[src/rtl/mbist_march_ctrl.sv]
// ---------------------------------------------------------------------------
// MbistMarchCtrl -- March C- memory built-in self-test controller
//
// Runs the six-element March C- sequence over a 2^ADDR_W x DATA_W memory:
//   M0 up(w0); M1 up(r0,w1); M2 up(r1,w0); M3 down(r0,w1); M4 down(r1,w0);
//   M5 up(r0)
// Writes take one cycle. Reads take two: RD (strobe) then CMP (compare).
// A miscompare parks the controller in a valid/ready handshake that offers
// the failing address to a downstream repair stage. The test resumes at the
// operation after the failing compare once the record is accepted.
//
// Ports
//   clk, rst     : single clock, synchronous active-high reset
//   start        : level, accepted only in IDLE or DONE
//   mem_we       : write strobe to the memory under test
//   mem_re       : read strobe, mem_rdata is valid the following cycle
//   mem_addr     : memory address
//   mem_wdata    : write data (all-0s or all-1s background)
//   mem_rdata    : read data returned by the memory under test
//   fail_valid   : fault record offered to the repair stage
//   fail_addr    : faulty address, stable while fail_valid is high
//   fail_ready   : repair stage accepts the record when high with fail_valid
//   busy         : test in progress, including handshake stalls
//   done         : test finished, held until the next accepted start
//   fail         : sticky, at least one miscompare in this/last test
//   fail_cnt     : miscompare count, saturating at 15
// ---------------------------------------------------------------------------
module mbist_march_ctrl #(
  parameter int ADDR_W = 4,
  parameter int DATA_W = 8
) (
  input  logic              clk,
  input  logic              rst,
  input  logic              start,
  output logic              mem_we,
  output logic              mem_re,
  output logic [ADDR_W-1:0] mem_addr,
  output logic [DATA_W-1:0] mem_wdata,
  input  logic [DATA_W-1:0] mem_rdata,
  output logic              fail_valid,
  output logic [ADDR_W-1:0] fail_addr,
  input  logic              fail_ready,
  output logic              busy,
  output logic              done,
  output logic              fail,
  output logic [3:0]        fail_cnt
);

  typedef enum logic [1:0] {
    IDLE,
    RUN,
    FAIL_HS,
    DONE
  } state_t;

  // Position inside the march: element, address, operation within the
  // element (0 = first, 1 = second) and read phase (0 = RD, 1 = CMP).
  typedef struct packed {
    logic [2:0]        elem;
    logic [ADDR_W-1:0] addr;
    logic              opi;
    logic              ph;
  } pos_t;

  localparam logic [ADDR_W-1:0] ADDR_MAX = '1;
  localparam logic [ADDR_W-1:0] ADDR_ONE = ADDR_W'(1);
  localparam logic [2:0]        ELEM_LAST = 3'd5;
  // Element index past M5; only reached when the final compare fails and
  // the controller must finish the handshake before going to DONE.
  localparam logic [2:0]        ELEM_END = 3'd6;

  state_t state;
  pos_t   pos;
  pos_t   pos_next;
  pos_t   load_pos;

  logic              cur_read;
  logic              cur_cmp;
  logic              cur_val;
  logic              cur_down;
  logic              op_done;
  logic              last_addr;
  logic              last_op;
  logic              mismatch;
  logic              load_read;
  logic              load_we;
  logic              load_re;
  logic [DATA_W-1:0] load_wdata;

  // Element 0 only writes, element 5 only reads; elements 1-4 read first
  // and then write.
  function automatic logic is_read(input logic [2:0] e, input logic o);
    case (e)
      3'd0:    return 1'b0;
      3'd5:    return 1'b1;
      default: return ~o;
    endcase
  endfunction

  // Data value (expected for reads, written for writes) of an operation.
  function automatic logic op_val(input logic [2:0] e, input logic o);
    case (e)
      3'd1, 3'd3: return o;
      3'd2, 3'd4: return ~o;
      default:    return 1'b0;
    endcase
  endfunction

  function automatic logic two_ops(input logic [2:0] e);
    return (e >= 3'd1) && (e <= 3'd4);
  endfunction

  function automatic logic is_down(input logic [2:0] e);
    return (e == 3'd3) || (e == 3'd4);
  endfunction

  // Decode the operation currently executing and work out where the march
  // goes next. An element ends on its last address without wrapping; the
  // following element starts at its own first address.
  always_comb begin
    cur_read  = is_read(pos.elem, pos.opi);
    cur_cmp   = cur_read & pos.ph;
    cur_val   = op_val(pos.elem, pos.opi);
    cur_down  = is_down(pos.elem);
    op_done   = ~cur_read | pos.ph;
    last_addr = cur_down ? (pos.addr == '0) : (pos.addr == ADDR_MAX);
    last_op   = op_done && last_addr && (pos.elem == ELEM_LAST);
    mismatch  = cur_cmp && (mem_rdata != {DATA_W{cur_val}});

    pos_next = pos;
    if (!op_done) begin
      pos_next.ph = 1'b1;
    end else begin
      pos_next.ph = 1'b0;
      if (two_ops(pos.elem) && !pos.opi) begin
        pos_next.opi = 1'b1;
      end else begin
        pos_next.opi = 1'b0;
        if (last_addr) begin
          pos_next.elem = pos.elem + 3'd1;
          pos_next.addr = is_down(pos.elem + 3'd1) ? ADDR_MAX : '0;
        end else begin
          pos_next.addr = cur_down ? (pos.addr - ADDR_ONE) : (pos.addr + ADDR_ONE);
        end
      end
    end
  end

  // Memory strobes are registered, so they are computed from the position
  // the controller is about to execute. After a handshake that position was
  // already advanced past the failing compare and is simply replayed.
  always_comb begin
    load_pos   = (state == FAIL_HS) ? pos : pos_next;
    load_read  = is_read(load_pos.elem, load_pos.opi);
    load_we    = ~load_read;
    load_re    = load_read & ~load_pos.ph;
    load_wdata = {DATA_W{op_val(load_pos.elem, load_pos.opi)}};
  end

  // Main controller FSM. Every output is a register updated here. Reset
  // wins over everything and drops any pending fault record unaccepted.
  always_ff @(posedge clk) begin
    if (rst) begin
      state      <= IDLE;
      pos        <= '0;
      mem_we     <= 1'b0;
      mem_re     <= 1'b0;
      mem_addr   <= '0;
      mem_wdata  <= '0;
      fail_valid <= 1'b0;
      fail_addr  <= '0;
      busy       <= 1'b0;
      done       <= 1'b0;
      fail       <= 1'b0;
      fail_cnt   <= 4'd0;
    end else begin
      case (state)
        IDLE, DONE: begin
          if (start) begin
            // First operation is M0 w0 at address 0.
            state      <= RUN;
            pos        <= '0;
            mem_we     <= 1'b1;
            mem_re     <= 1'b0;
            mem_addr   <= '0;
            mem_wdata  <= '0;
            fail_valid <= 1'b0;
            busy       <= 1'b1;
            done       <= 1'b0;
            fail       <= 1'b0;
            fail_cnt   <= 4'd0;
          end
        end

        RUN: begin
          if (mismatch) begin
            state      <= FAIL_HS;
            pos        <= pos_next;
            mem_we     <= 1'b0;
            mem_re     <= 1'b0;
            fail_valid <= 1'b1;
            fail_addr  <= pos.addr;
            fail       <= 1'b1;
            if (fail_cnt != 4'hF) begin
              fail_cnt <= fail_cnt + 4'd1;
            end
          end else if (last_op) begin
            state  <= DONE;
            mem_we <= 1'b0;
            mem_re <= 1'b0;
            busy   <= 1'b0;
            done   <= 1'b1;
          end else begin
            pos       <= pos_next;
            mem_we    <= load_we;
            mem_re    <= load_re;
            mem_addr  <= load_pos.addr;
            mem_wdata <= load_wdata;
          end
        end

        FAIL_HS: begin
          if (fail_ready) begin
            fail_valid <= 1'b0;
            if (pos.elem == ELEM_END) begin
              state <= DONE;
              busy  <= 1'b0;
              done  <= 1'b1;
            end else begin
              state     <= RUN;
              mem_we    <= load_we;
              mem_re    <= load_re;
              mem_addr  <= load_pos.addr;
              mem_wdata <= load_wdata;
            end
          end
        end

        default: begin
          state <= IDLE;
        end
      endcase
    end
  end

endmodule
[config.mk]
export PLATFORM = sky130hd
export DESIGN_NAME = mbist_march_ctrl
export DESIGN_NICKNAME = d
export VERILOG_FILES = /design/src/rtl/mbist_march_ctrl.sv
export SDC_FILE = /design/constraint.sdc
export NUM_CORES = 1
export LEC_CHECK = 0
export CORE_MARGIN = 5
export CORE_UTILIZATION = 48
export DETAILED_ROUTE_END_ITERATION = 10
export PLACE_DENSITY = 0.85
export SYNTH_ARGS = -nofsm -noshare
export SYNTH_HDL_FRONTEND = slang
export SYNTH_SLANG_ARGS = --single-unit
[constraint.sdc]
create_clock -name clk -period 7.2 [get_ports clk]
set_input_delay 1.44 -clock clk [delete_from_list [all_inputs] [get_ports clk]]
set_output_delay 1.44 -clock clk [all_outputs]
set_load 0.02 [all_outputs]
[After elaboration in Yosys (flattened, before gate mapping)]
Cells that the tools add are included.
Word-level totals
  register bits after elaboration: 37
  bits in latches: 0
  RAM bits: 0
  memory bits (read-only): 0
  bits of input ports: 12
  output and inout bits: 26
  word-level logic and storage cells: 151
  memories: 0
Operators by class
  $add $sub $neg: 4
  multiply operators: 0
  divide/modulo/power cells: 0
  order comparisons: 2
  equal/unequal tests: 30
  shifts and indexed selects: 0
  mux-type cells: 65
  bitwise logic cells: 8
  reductions and logical operators: 27
Operators by type and width (count)
  $mux 8: 6
  $mux 4: 10
  $mux 9: 4
  $pmux 8 s3: 1
  $mux 1: 23
  $eq 3x3->1 const B: 6
  $pmux 9 s2: 1
  $ne 2x2->1 const B: 8
  $eq 3x2->1 const B: 5
  $pmux 1 s3: 5
  $reduce_and 3->1: 5
  $pmux 4 s3: 1
  $mux 2: 5
  $pmux 1 s2: 5
  $reduce_and 5->1: 2
  $reduce_or 2->1: 5
  $add 4x1->4 const B: 2
  $ne 8x8->1: 1
  $pmux 4 s2: 1
  $mux 7: 1
  $eq 3x1->1 const B: 2
  $logic_not 3->1: 2
  $ne 3x3->1 const B: 2
  $pmux 2 s3: 1
  other kinds (21): 32

[Depth between registers and ports, before layout]
  depth after elaboration: 14
  depth in mapped cells: 12
  gate-level depth less buffers: 11

[Worst setup path after synthesis]
Ideal clock, no wire load.
  path kind: input to register
  start: input port mem_rdata[4]
  end: register mem_re
  setup time: 0.079 ns
  arrival time: 3.011 ns
  data required time: 7.121 ns
  setup slack: 4.110 ns
  stages: 7
  buffers on the path: 0
  cell sequence: or4_1 -> nor2_1 -> mux2i_1 -> nand2_1 -> nand3_1 -> o311a_1 -> a211oi_2
On the way
  word-level cells in the longest chain between the ends: 4
RTL lines
  from (decl): RTL line 39  | input logic [DATA_W-1:0] mem_rdata,
  $ne 8x8->1: RTL line 128  | mismatch = cur_cmp && (mem_rdata != {DATA_W{cur_val}});
  $logic_and 1x1->1: RTL line 128
  $mux 1: RTL line 196  | if (mismatch) begin
  $pmux 1 s3: RTL line 177  | case (state)
  to (signal assigned): RTL line 216  | mem_re <= load_re;
  to (signal assigned): RTL line 232  | mem_re <= load_re;
  to (decl): RTL line 36  | output logic mem_re,
Every way passes these cells.
A chain may end at the register's enable or synchronous reset.

[Worst setup path after layout]
Same ends and word-level chain as after synthesis.

==> summary.md <==
| Metric | Value |
|---|---|
| Status | finished clean |
| Period utilization | 0.480 |
| Placer Congestion | 0.943 |
| Top cell type's share of synthesized area | 0.289 |
| Share of cells above drive strength 1 | 0.0742 |
| GRT Util Overall | 0.187 |
| Reg clk slew, reported paths | 0.07 ns |
| Num Clock Sinks | 30 |
| CP required | 7.40 ns |
| Top cells by area, synth | dfxtp_1, ha_1, mux2i_1 |
| CTS buffer count | 5 |
| Grt total ovfl | 0 |
| Dpl cells | 327 |
| Cell taking the most area after synthesis | dfxtp_1 |
| Sw Ratio | 0.392 |
| Antenna Cells | 0 |
| Critical path type | in -> reg |
| Fin crit period | 3.46 ns |
| I/O Pins | 38 |
| Yosys warnings | 0 |
| Starting Density | 0.487 |
| Final Non-Filler Cells | 335 |
| Nets | 306 |
| Final wirelength | 5060 um |
| P&R area growth vs syn | 19.6% |
| Routed len/inst | 15.1 um |
| Clk_skew | 0.00505 ns |
| FF/Latch Area | around 600 sq um |
| P_sw | 0.225 mW |
| CP Data Arrival Time | 3.66 ns |
| Rows | 24 |
| Critical Path Max Stage Delay | 0.52 ns |
| Die Area | 5750 sq um |
| First-pass detailed-route iteration total | 4 |
| Mapped Nets | 279 |
| Count of final hold-check violations | 0 |
| Gate count of the mapped netlist | approximately 260 |
| Synth Flop Type | dfxtp_1 |
| Die width | 75.8 um |
| I/O Buffers | 37 |
| Post-Syn Area per Cell | 8.15 sq um |
| Max cap viols | 0 |
| Peak supply drop | 0.000146 V |
| Final Util | 0.583 |
| Core box area | 4260 sq um |
| Resized cells post-CTS | 0 |
| CP startpoint kind | input pin |
| Worst r2r src | pos[6]$_SDFFE_PP0P_ |
| Crit-path cells | clkdlybuf4s50_1 -> or4_1 -> nor2_1 -> mux2i_1 -> nand2_1 -> nand3_1 -> o311a_1 -> a211oi_2 |
| Hold path startpoint | mem_addr[1]$_SDFFE_PP0P_ |
| Reg2reg setup slack | 3.92 ns |
| Multi-input logic area | between 1000 and 1500 sq um |
| Power share of the clock group | 0.248 |
| EDFF count, synth | 0 |
| Rel. slew slack | 0.410 |
| R2R depth | 11 |
| Vias per cell | 5.90 |
| Clock root buffer | clkbuf_8 |
| Htree depth | 2 |
| Fmax | 0.289 GHz |
| DIE HEIGHT | 75.8 um |
| # Post-CTS Setup Buffers | 0 |
| CTS max path bufs | 2 |
| Sequential Power Share | 0.351 |
| Hold depth | 2 |
| Post-DP HPWL | 3860 um |
| First-pass GRT wire length | 8200 um |
| Part of the power in combinational logic | 0.402 |
| Fillers | 400 |
| Worst Hold Path EP | mem_addr[1]$_SDFFE_PP0P_ |
| Fin. max-slew vios | 0 |
| Starting DRT DRC Count | 140 |
| Internal | approximately 0.35 mW |
| Sequential fraction of the synthesis area | 0.289 |
| Worst-Skew Late Latency | 0.29 ns |
| Unrepaired setup endpoints after global routing | no |
| Worst-path cell with the longest stage delay | or4_1 |
| Vias | slightly below 2000 |
| Power Total | 0.573 mW |
| Worst-margin pin slew | 0.882 ns |
| Largest net degree at the start of global routing | 23 |
| Seq cells post-synth | 30 |
| Synthesized area | 2080 sq um |
| Final setup fails | 0 |
| R2r endpoint | mem_addr[3]$_SDFFE_PP0P_ |
| Area after DPL | 2390 sq um |
| DR DRC count | 0 |
| Vias in the first global route | 1796 |
| Async S/R FF share, synth | 0 |
| Antenna-violating nets left | 0 |
| CTS tree | built |
| P_leak | 0.945 nW |
| HP Class | reg -> reg |
| Final Cell Area | 2490 sq um |
| Critical Path End Type | register |
| Final setup TNS | 0 ns |
| Critical path fanouts, max | 9 |
| Initial antenna violation count | 0 |
| Cell Pwr Density | 231 nW/um^2 |
| Netlist cell types | 57 |
| Post-CTS Hold Buffers | 0 |
sequential cells by signal, indices dropped and copies added (netlist names), 2 cells and up:
name and cells:
pos 9, fail_cnt 4, state 2, fail_addr 4
mem_addr 4
worst max path at each step:
stage	endpoint	depth (start not counted)	slack, ns	startpoint
final	mem_re$_SDFFE_PP0P_	8	3.74	mem_rdata[4]
after global routing	pos[3]$_SDFFE_PP0P_	5	3.60	rst
after CTS	mem_re$_SDFFE_PP0P_	8	3.74	mem_rdata[4]
after detailed placement	mem_re$_SDFFE_PP0P_	8	3.44	mem_rdata[4]
after global placement	mem_re$_SDFFE_PP0P_	8	3.53	mem_rdata[4]
after floorplan	mem_re$_SDFFE_PP0P_	7	4.11	mem_rdata[4]
Yosys cell counts (all sizes together) (4+ instances only):
cell    number
dfxtp       30
nor2        25
nand2       22
a21oi       20
o21ai       15
buf         13
mux2i       13
inv         12
nand3       12
ha          11
nor3         8
nand2b       5
xnor2        5
a211o        4
nor2b        4
or4          4
metrics by stage:
stage	hold WS, ns	setup WS [ns]
4_1_cts	0.455	3.74
3_5_place_dp	0.448	3.44
3_3_place_gp	0.442	3.53
5_1_grt	0.480	3.60
2_1_floorplan	0.487	4.11
6_report	0.451	3.74
area by class of cell:
cell class | count | share of cell area
Multi-Input combinational cell | 196 | 0.528
Sequential cell | 30 | 0.242
Timing Repair Buffer | 37 | 0.149
Clock buffer | 7 | 0.0347
Tap cell | 52 | 0.0262
Inverter | 12 | 0.0181
Clock inverter | 1 | 0.00201
cells in the final DEF, fill, tap and decap left out, types with 3 or more instances in the layout:
cell type        Yosys  final
a211o_1              3      3
a21boi_0             3      3
a21oi_1             19     19
a31oi_1              3      3
and3_1               3      3
clkbuf_8             0      6
clkdlybuf4s50_1      0     37
dfxtp_1             30     30
ha_1                11     11
inv_1               12     12
mux2i_1             13     13
nand2_1             22     22
nand2b_1             5      5
nand3_1             12     12
nand4_1              3      3
nor2_1              25     25
nor2b_1              4      4
nor3_1               7      7
o21ai_0             15     15
xnor2_1              5      5
routing by layer:
metal,vias up,wire length [um],track usage
met5,-,0,0
met4,0,125,0.0738
met3,13,386,0.0646
met2,71,2340,0.298
met1,916,2210,0.232
li1,977,-,-
power groups by stage:
stage | Sequential (mW) | Clock (mW) | Combinational (mW)
2_1_floorplan | 0.211 | 0 | 0.159
3_3_place_gp | 0.204 | 0 | 0.223
5_1_grt | 0.204 | 0.153 | 0.255
4_1_cts | 0.201 | 0.144 | 0.228
6_report | 0.201 | 0.142 | 0.230
3_5_place_dp | 0.205 | 0 | 0.227
cell families (layout without fill, tap and decap cells):
logic type	after synthesis	count (layout)	share of synthesized area
buf+inv	29	57	0.0789
mux	15	15	0.0753
xor+xnor	5	5	0.0211
compound gates	70	70	0.232
fa+ha+maj	12	12	0.0759
flops	30	30	0.289
simple gates	94	94	0.228
worst max-delay path, delay by kind of cell:
| kind | cells | cell delay (ns) |
|---|---|---|
| AOI/OAI and AO/OA | 2 | 0.58 |
| buffers and inverters | 1 | 0.41 |
| muxes | 1 | 0.14 |
| and+or+nand+nor | 4 | 1.09 |
No activity file was read; power rests on OpenSTA's default activity.
